--- src/rtl/rv32i_alu.sv ---
// RV32I integer ALU: combinational result/zero for the single-cycle datapath,
// plus a registered copy (result_q/zero_q) for trace and pipelined reuse.
module rv32i_alu #(
    parameter int XLEN = 32
) (
    input  logic            clk,
    input  logic            rst,
    input  logic [XLEN-1:0] a,
    input  logic [XLEN-1:0] b,
    input  logic [3:0]      alu_ctrl,
    output logic [XLEN-1:0] result,
    output logic            zero,
    output logic [XLEN-1:0] result_q,
    output logic            zero_q
);

    typedef enum logic [3:0] {
        OP_ADD   = 4'b0000,
        OP_SUB   = 4'b0001,
        OP_AND   = 4'b0010,
        OP_OR    = 4'b0011,
        OP_XOR   = 4'b0100,
        OP_SLL   = 4'b0101,
        OP_SRL   = 4'b0110,
        OP_SRA   = 4'b0111,
        OP_SLT   = 4'b1000,
        OP_SLTU  = 4'b1001,
        OP_PASSB = 4'b1010
    } alu_op_e;

    logic [4:0] shamt;
    logic       lt_signed;
    logic       lt_unsigned;

    assign shamt       = b[4:0];
    assign lt_signed   = $signed(a) < $signed(b);
    assign lt_unsigned = a < b;

    // Reserved encodings fall into the default arm and yield a defined zero.
    always_comb begin
        result = '0;
        case (alu_op_e'(alu_ctrl))
            OP_ADD:   result = a + b;
            OP_SUB:   result = a - b;
            OP_AND:   result = a & b;
            OP_OR:    result = a | b;
            OP_XOR:   result = a ^ b;
            OP_SLL:   result = a << shamt;
            OP_SRL:   result = a >> shamt;
            OP_SRA:   result = $signed(a) >>> shamt;
            OP_SLT:   result = {{(XLEN-1){1'b0}}, lt_signed};
            OP_SLTU:  result = {{(XLEN-1){1'b0}}, lt_unsigned};
            OP_PASSB: result = b;
            default:  result = '0;
        endcase
    end

    assign zero = (result == '0);

    always_ff @(posedge clk) begin
        if (rst) begin
            result_q <= '0;
            zero_q   <= 1'b1;
        end else begin
            result_q <= result;
            zero_q   <= zero;
        end
    end

endmodule

--- config.mk ---
export PLATFORM = sky130hd
export DESIGN_NAME = rv32i_alu
export DESIGN_NICKNAME = d
export VERILOG_FILES = /design/src/rtl/rv32i_alu.sv
export SDC_FILE = /design/constraint.sdc
export NUM_CORES = 1
export LEC_CHECK = 0
export CORE_UTILIZATION = 54
export DETAILED_ROUTE_END_ITERATION = 6
export PLACE_DENSITY_LB_ADDON = 0.2
export SLEW_MARGIN = 20
export SYNTH_ARGS = -nofsm -noshare
export SYNTH_HDL_FRONTEND = slang
export SYNTH_SLANG_ARGS = --single-unit
--- constraint.sdc ---
create_clock -name clk -period 5.9 [get_ports clk]
set_input_delay 1.18 -clock clk [delete_from_list [all_inputs] [get_ports clk]]
set_output_delay 1.18 -clock clk [all_outputs]
set_load 0.01 [all_outputs]
==> summary.txt, run 1 <==
Floorplan
  • Cell row count: 52
  • Initial Utilization: a little under three fifths
  • Chip Width: 148 um
  • Die Ht: 148 um
  • I/O pin count: between 100 and 150

Synth
  • Fraction of registers with async set/reset: 0%
  • Syn Nets: around 1800
  • Cell Area, Synth: around 11000 um^2
  • EDFF count, synth: 0
  • Syn Inst Count: 1598
  • Main flop type after synthesis: dfxtp_1
  • Post-Syn Area per Cell: slightly above 7 um^2
  • Synth warnings: 0
  • Synth Register Bits: 33
  • Sequential element share of the synthesized area: under 10%
  • Library cells used by synthesis: a little under 90

GRT
  • Largest net degree at the start of global routing: 37
  • GRT Util Overall: roughly nine tenths
  • Total grt overflow: just under 700
  • Vias in the first global route: 23400
  • First-pass GRT wire length: around 150 mm

Clock tree
  • CTS Root Cell: clkbuf_16
  • Maximum root-to-sink buffer count: 2
  • CTS Buf Count: 5
  • H-tree depth: 2
  • CTS sink cnt: 33

Outcome
  • Status: did not finish
  • Error: [ERROR GRT-0116] Global routing finished with congestion. Check the congestion regions in the DRC Viewer.
  • Last flow stage reached: global routing

Placed design
  • IO Port Bufs: approximately 140
  • GP Congestion: between 1 and 1.5
  • Dpl hpwl: between 50 and 60 mm
  • Worst slack at placement: -1000 ps
==> cell usage after synthesis (7+ instances only) <==
cell type / number / area (um^2)
a2111oi_0: 10 / 87.6
a211o_1: 22 / 193
a211oi_1: 49 / 368
a21o_1: 19 / 143
a21oi_1: 119 / 596
a221oi_1: 12 / 105
a22oi_1: 16 / 120
a31oi_1: 13 / 81.3
and2_1: 8 / 50.1
and3_1: 11 / 68.8
buf_1: 19 / 71.3
buf_2: 25 / 125
clkbuf_1: 73 / 274
dfxtp_1: 33 / 661
ha_1: 101 / 1260
inv_1: 113 / 424
mux2_2: 24 / 270
mux2i_1: 58 / 581
mux4_2: 42 / 946
nand2_1: 102 / 383
nand2b_1: 17 / 106
nand3_1: 40 / 200
nand4_1: 21 / 131
nor2_1: 137 / 514
nor2b_1: 35 / 219
nor3_1: 62 / 310
nor4_1: 22 / 138
o2111ai_1: 8 / 70.1
o211a_1: 7 / 70.1
o211ai_1: 23 / 173
o21a_1: 10 / 75.1
o21ai_0: 88 / 440
o21bai_1: 12 / 90.1
o221ai_1: 9 / 78.8
o22ai_1: 25 / 156
o31ai_1: 14 / 105
or2_2: 14 / 87.6
or3_1: 21 / 131
or4_1: 9 / 67.6
xnor2_1: 24 / 210
==> repair_timing <==
| action | CTS |
|---|---|
| hold buffers | 0 |
| gates cloned | 0 |
| pin swaps | 40 |
| endpoints found under the setup margin | 18 |
| setup buffers | 45 |
| gates resized for setup | 189 |
==> metrics by stage <==
| stage | utilization (%) | hold WS (ps) | cells | instance area, um^2 |
|---|---|---|---|---|
| after floorplan | - | 1250 | 1598 | 11500 |
| after global placement | 86.1 | 1910 | 2541 | 17600 |
| after detailed placement | 86.1 | 1910 | 2541 | 17700 |
| after CTS | 91.5 | 1800 | 2594 | 18800 |
==> metal layers <==
metal	GRT overflow	global-route usage (%)
met5	4	52.0
met4	192	94.6
met3	16	78.7
met2	470	106
met1	8	86.1
==> kinds of logic after synthesis <==
logic type	share of synthesized area, %
xor+xnor	1.83
compound gates	31.9
flops	5.77
buf+inv	8.99
fa+ha+maj	11.4
simple gates	23.6
mux	16.5
==> run 2: changes to the inputs <==
Settings changed: CORE_UTILIZATION 54 to 40, PLACE_DENSITY_LB_ADDON 0.2 to 0.15.
Clock period 5.9 ns to 7.65 ns, I/O delays scaled along.
==> summary.txt, run 2 <==
Outcome
  • Status: finished clean

Floorplan
  • Cell row count: 61 (+17%)
  • Chip Width: 171 um (+16%)
  • Die area: roughly 29000 um^2
  • I/O pin count: 136 (unchanged)
  • Core area: between 20000 and 30000 um^2
  • Die Ht: 171 um (+16%)
  • Initial Utilization: 40.9% (-15 points)

Worst setup path
  • Slowest stage cell, crit path: clkdlybuf4s50_1
  • Worst Path Class, Setup: input port to primary output
  • WP buf/inv: 4
  • CP Capture Type: primary output
  • Worst Setup Start Kind: input port
  • Worst path cell trace: buf_4 -> buf_4 -> buf_4 -> mux2_2 -> mux2i_2 -> a211oi_1 -> o21ai_0 -> o211ai_1 -> a211oi_1 -> o211a_1 -> nor4bb_1 -> nand4_1 -> nor2_1 -> clkdlybuf4s50_1
  • Worst Path Arrival: between 5000 and 6000 ps
  • Most frequent CP cell: buf_4
  • Req. time, crit path: 6120 ps
  • Crit path max fanout: 27
  • Crit path capture: zero
  • Crit. Startpoint: b[0]
  • Crit path depth: 14
  • Crit-path leading delay family: compound AO/OA/AOI/OAI gates
  • Critical Path Max Stage Delay: about 550 ps

Power and ir drop
  • Power Density: roughly 110 nW/um^2
  • Maximum VDD drop: 81.9 uV
  • Sw Ratio: a little under half
  • Sequential share of power: roughly an eighth
  • P_int: between 800 and 900 uW
  • Clock share of power: roughly 15%
  • LEAKAGE: roughly 6.2 nW
  • Combinational share of power: slightly above 70%
  • Sw Pwr: 738 uW

GRT
  • Vias in the first global route: roughly 14000
  • First-pass GRT wire length: approximately 91 mm
  • Total grt overflow: 0
  • Largest net degree at the start of global routing: 62
  • Initial antenna violation count: 0
  • GRT Util Overall: between 40% and 50%

Synth
  • Syn Inst Count: 1598 (unchanged)
  • Area contributors post-synth: ha_1 (11%), mux4_2 (8.3%), dfxtp_1 (5.8%), a21oi_1 (5.2%), mux2i_1 (5.1%)
  • Fraction of registers with async set/reset: 0% (unchanged)
  • Post-Syn Area per Cell: 7.17 um^2 (unchanged)
  • Syn Nets: 1771 (unchanged)
  • EDFF count, synth: 0 (unchanged)
  • Synth Register Bits: 33 (unchanged)
  • Synth top area share: 11.0% (unchanged)
  • Most frequent cell after synthesis: nor2_1
  • Sequential element share of the synthesized area: 5.77% (unchanged)
  • Library cells used by synthesis: 89 (unchanged)
  • Synth warnings: 0 (unchanged)
  • Cell Area, Synth: 11500 um^2 (unchanged)
  • Cell taking the most area after synthesis: ha_1
  • Main flop type after synthesis: dfxtp_1
  • Top post-synthesis cells by count: nor2_1 (137), a21oi_1 (119), inv_1 (113), nand2_1 (102), ha_1 (101)

STA
  • Fmax: approximately 130 MHz
  • Post-layout min period: between 7000 and 8000 ps
  • Max_slew headroom: between 10% and 20%
  • Slew Limit Fails: 0
  • RSZ-0062 raised after global routing: no
  • Setup WS post-layout: roughly 130 ps
  • WHS: between 1500 and 2000 ps
  • Final setup vio count: 0
  • Final hold violations: 0
  • Period utilization: 98.3%
  • Worst-Margin Slew: around 1200 ps

Route
  • DRC Markers: 0
  • DR pass1 iterations: 6
  • Vias: ~15000
  • Drt initial violations: between 1500 and 2000
  • Antenna Violating Nets Remaining: 0
  • Wire length per cell: 28.6 um
  • Vias/cell: just under 7
  • Drt total wl: ~63 mm

Clock tree
  • CTS Root Cell: clkbuf_16
  • CTS tree: done
  • CTS Buf Count: 5 (unchanged)
  • CTS sink cnt: 33 (unchanged)
  • Clock slew at reported path FFs: 50 ps
  • H-tree depth: 2 (unchanged)
  • Maximum root-to-sink buffer count: 2 (unchanged)

Placed design
  • Post-DP Area: 14300 um^2 (-19%)
  • IO Port Bufs: 135 (unchanged)
  • GP Congestion: 1.06 (-19%)
  • Dpl hpwl: 51.1 mm (-2.4%)
  • Worst slack at placement: -67.5 ps (+937 ps)
  • Dpl cells: 2194 (-14%)

Layout
  • Layout Cells excl Fill: 2205
  • Most frequent cells in the layout: buf_4 (205), nor2_1 (137), clkdlybuf4s50_1 (121)
  • Biggest regs: result_q x32, zero_q x1
  • Fin nets: about 2000
  • ANT cells: 0
  • Synth-to-layout area growth: 28.9%
  • Reg with most FFs: result_q
  • Layout cells sized above 1: roughly a fifth
  • Fin area: around 15000 um^2
  • Most common cell after layout, fill and taps aside: buf_4
  • Max reg flops: 32

Job
  • Max Cap Viol: 0

Hold path
  • Worst hold-check path type: input port to register
## run 2: stage by stage
| step | power [mW] | setup TNS (ps) | utilization, % |
|---|---|---|---|
| after detailed placement | 1.26 | -67.5 | 51.2 |
| after floorplan | 0.769 | 0 | - |
| after global routing | 1.62 | 0 | 52.7 |
| final | 1.56 | 0 | 52.7 |
| after CTS | 1.51 | 0 | 52.0 |
| after global placement | 1.26 | -128 | 51.2 |
## run 2: repair_timing
item,4_1_cts,5_1_grt
pin swaps,1,7
hold buffers,0,0
setup buffers,0,3
setup endpoints to repair,1,1
resized for setup,7,53
## run 2: metal layers
layer | GRT usage, % | wire length, um | vias to the layer above
met5 | 0 | 0 | -
met4 | 19.6 | 3650 | 0
met3 | 9.57 | 7130 | 198
met2 | 64.8 | 26900 | 1050
met1 | 56.5 | 25400 | 7178
li1 | - | - | 6505
## run 2: layout make-up
| type | instances | area (um^2) |
|---|---|---|
| clock buffer | 7 | 143 |
| clock inverter | 1 | 30.0 |
| fill | 2825 | 13200 |
| inverter | 116 | 435 |
| multi-input combinational | 1324 | 10000 |
| sequential | 33 | 661 |
| tap | 378 | 473 |
| timing repair buffer | 346 | 3010 |
## run 2: worst min path at each step
| stage | start | depth (start not counted) | to |
|---|---|---|---|
| 5_1_grt | rst | 2 | result_q[13] |
| 3_3_place_gp | result_q[31] | 1 | result_q[31] |
| 2_1_floorplan | rst | 1 | result_q[0] |
| 4_1_cts | alu_ctrl[3] | 6 | result_q[6] |
| 6_report | rst | 2 | result_q[21] |
| 3_5_place_dp | result_q[27] | 1 | result_q[27] |
## run 2: cell families (layout without fill, tap and decap cells)
logic type                 after synthesis  count (layout)  synth area share (%)
AOI/OAI and AO/OA                      533             533                  31.9
and+or+nand+nor                        533             533                  23.6
buffers and inverters                  241             470                  8.99
muxes                                  131             131                  16.5
adders and majority gates              103             103                  11.4
DFF                                     33              33                  5.77
xor gates and xnor gates                24              24                  1.83
## run 2: power by group through the flow
stage               Sequential [mW]  Clock (mW)  Combinational [mW]
finish                        0.192       0.235                1.13
CTS                           0.192       0.240                1.08
detailed placement            0.196           0                1.07
global placement              0.195           0                1.07
floorplan                     0.204           0               0.565
global route                  0.193       0.248                1.18
Power figures use the tool's default switching activity.
==> run 3: changes to the inputs <==
Settings changed: DONT_BUFFER_PORTS set to 1.
==> summary.txt, run 3 (synthesized netlist as in run 2, its figures left out) <==
Outcome
  • Status: finished, violations left
  • Failing checks: design-rule violations

STA
  • Final setup vio count: 0 (unchanged)
  • WHS: 1320 ps (-417 ps)
  • Final hold violations: 0 (unchanged)
  • RSZ-0062 raised after global routing: no
  • Period utilization: 92.2% (-6.2 points)
  • Post-layout min period: 7050 ps (-470 ps)
  • Slew Limit Fails: 0 (unchanged)
  • Max_slew headroom: 23.7% (+5.9 points)
  • Sum Neg Setup Slack: 0 ps (unchanged)
  • Fmax: 142 MHz (+6.7%)
  • Worst-Margin Slew: 1130 ps (-85.1 ps)

Clock tree
  • CTS tree: done
  • # Post-CTS Setup Buffers: 0 (unchanged)
  • Maximum root-to-sink buffer count: 2 (unchanged)
  • Post-CTS resize count: 0 (-7)
  • CTS sink cnt: 33 (unchanged)
  • CTS Buf Count: 5 (unchanged)
  • CTS Root Cell: clkbuf_16
  • H-tree depth: 2 (unchanged)
  • Hold-fix buffer count after cts: 0 (unchanged)
  • Clock slew at reported path FFs: 50 ps (about the same)

Layout
  • Reg with most FFs: result_q
  • Fin nets: 1699 (-15%)
  • Final Util: 42.5% (-10 points)
  • Most frequent cells in the layout: nor2_1 (136), a21oi_1 (119), inv_1 (113)
  • Most common cell after layout, fill and taps aside: nor2_1
  • Max reg flops: 32 (unchanged)
  • Synth-to-layout area growth: 3.81%
  • Layout cells sized above 1: 10.2% (-10 points)
  • Layout Cells excl Fill: 1906 (-14%)
  • Filler instances: 3022 (+7.0%)
  • Biggest regs: result_q x32, zero_q x1

Worst setup path
  • Worst Setup Start Kind: input port
  • CP Capture Type: primary output
  • Req. time, crit path: 6120 ps (about the same)
  • Worst Path Class, Setup: input port to primary output
  • Crit path max fanout: 15 (-44%)
  • Worst Path Arrival: 5520 ps (-470 ps)

GRT
  • First-pass GRT wire length: 85.9 mm (-5.9%)
  • GRT Util Overall: 40.0% (-2.5 points)
  • Total grt overflow: 0 (unchanged)
  • Largest net degree at the start of global routing: 98 (+58%)
  • Initial antenna violation count: 1 (+1)
  • Vias in the first global route: 12400 (-10%)

Floorplan
  • Initial Utilization: 40.9% (unchanged)
  • Cell row count: 61 (unchanged)
  • I/O pin count: 136 (unchanged)
  • Core area: 28000 um^2 (unchanged)
  • Chip Width: 171 um (unchanged)
  • Die area: 29300 um^2 (unchanged)
  • Die Ht: 171 um (unchanged)

Job
  • Max Cap Viol: 0 (unchanged)

Power and ir drop
  • Sw Ratio: 47.9% (+0.56 points)
  • Power Density: 103 nW/um^2 (-2.5%)
  • P_int: 637 uW (-22%)
  • LEAKAGE: 4.83 nW (-23%)
  • Combinational share of power: 64.2% (-8.4 points)
  • Sw Pwr: 586 uW (-21%)
  • Clock share of power: 19.3% (+4.2 points)
  • Maximum VDD drop: 82.0 uV (+0.19%)
  • Sequential share of power: 16.5% (+4.2 points)

Route
  • Met3 wire length: 6.17 mm (-14%)
  • DR WL met2: 25.8 mm (-4.1%)
  • Met1 WL: 25.2 mm (-0.81%)
  • DR pass1 iterations: 7 (+1)
  • Drt initial violations: 1793 (-7.0%)
  • Antenna Violating Nets Remaining: 0 (unchanged)
  • Wire length per cell: 31.3 um (+9.5%)
  • Drt total wl: 59.7 mm (-5.4%)
  • DRC Markers: 1 (+1)
  • Vias/cell: 7.02 (+3.6%)
  • Uppermost layer routed: met4
  • Vias: 13400 (-10%)

Placed design
  • Dpl cells: 1897 (-14%)
  • GP Congestion: 1.05 (-0.13%)
  • IO Port Bufs: 0 (-100%)
  • Dpl hpwl: 46.2 mm (-9.6%)

Hold path
  • Worst hold-check path type: input port to register
  • Hold depth: 1 (-1)
-- run 3: cell types whose count changed in the layout (fill, tap and decap cells not counted), moves of 6 or more --
cell and change:
buf_12 -7, a21oi_2 -6, a211oi_2 -7, a211oi_1 +7
buf_4 -159, ha_1 +8, dlymetal6s2s_1 -7, buf_2 -6
clkdlybuf4s50_1 -121, ha_2 -8, a21oi_1 +6
-- run 3: metrics by stage --
step                      power (mW)  instance area (um^2)  setup WS [ps]
after detailed placement       0.961                 11700            814
after CTS                       1.20                 11900            805
after floorplan                0.769                 11500            819
after global placement         0.969                 11700            772
final                           1.22                 11900            597
after global routing            1.28                 11900            344
-- run 3: cell type report --
cell class	count	area (um^2)	share of cell area, %
clock buffers	7	143	1.20
diodes	1	2.50	0.0210
repair buffers	46	345	2.90
clock inverters	1	30.0	0.252
flip-flops and latches	33	661	5.55
well taps	378	473	3.98
multi-input cells	1324	9810	82.4
inverters	116	435	3.66
-- run 3: worst max-delay path, stage by stage --
cell      delay [ps]
inv_1             50
ha_1             600
clkinv_1         380
a21oi_1          330
o31ai_1          170
a22oi_1          580
a21oi_1          200
o41ai_2          870
nor4_2           140
nand4_1          190
nor4_1            80
buf_4            140
nand4_1          160
nor2_1           100
-- run 3: final timing paths --
check	start	to	slack [ps]
worst max-delay path	b[9]	zero	600
worst min-delay path	rst	result_q[26]	1320
-- run 3: per-layer routing --
| layer | vias to the layer above | track usage [%] |
|---|---|---|
| met3 | 123 | 8.12 |
| met4 | 0 | 15.2 |
| li1 | 5906 | - |
| met2 | 844 | 60.8 |
| met1 | 6503 | 55.1 |
| met5 | - | 0 |
-- run 3: power groups by stage --
stage	logic (mW)	clock network [mW]	registers, mW
finish	0.786	0.236	0.202
global route	0.828	0.245	0.204
CTS	0.759	0.239	0.202
detailed placement	0.755	0	0.206
global placement	0.764	0	0.206
floorplan	0.565	0	0.204
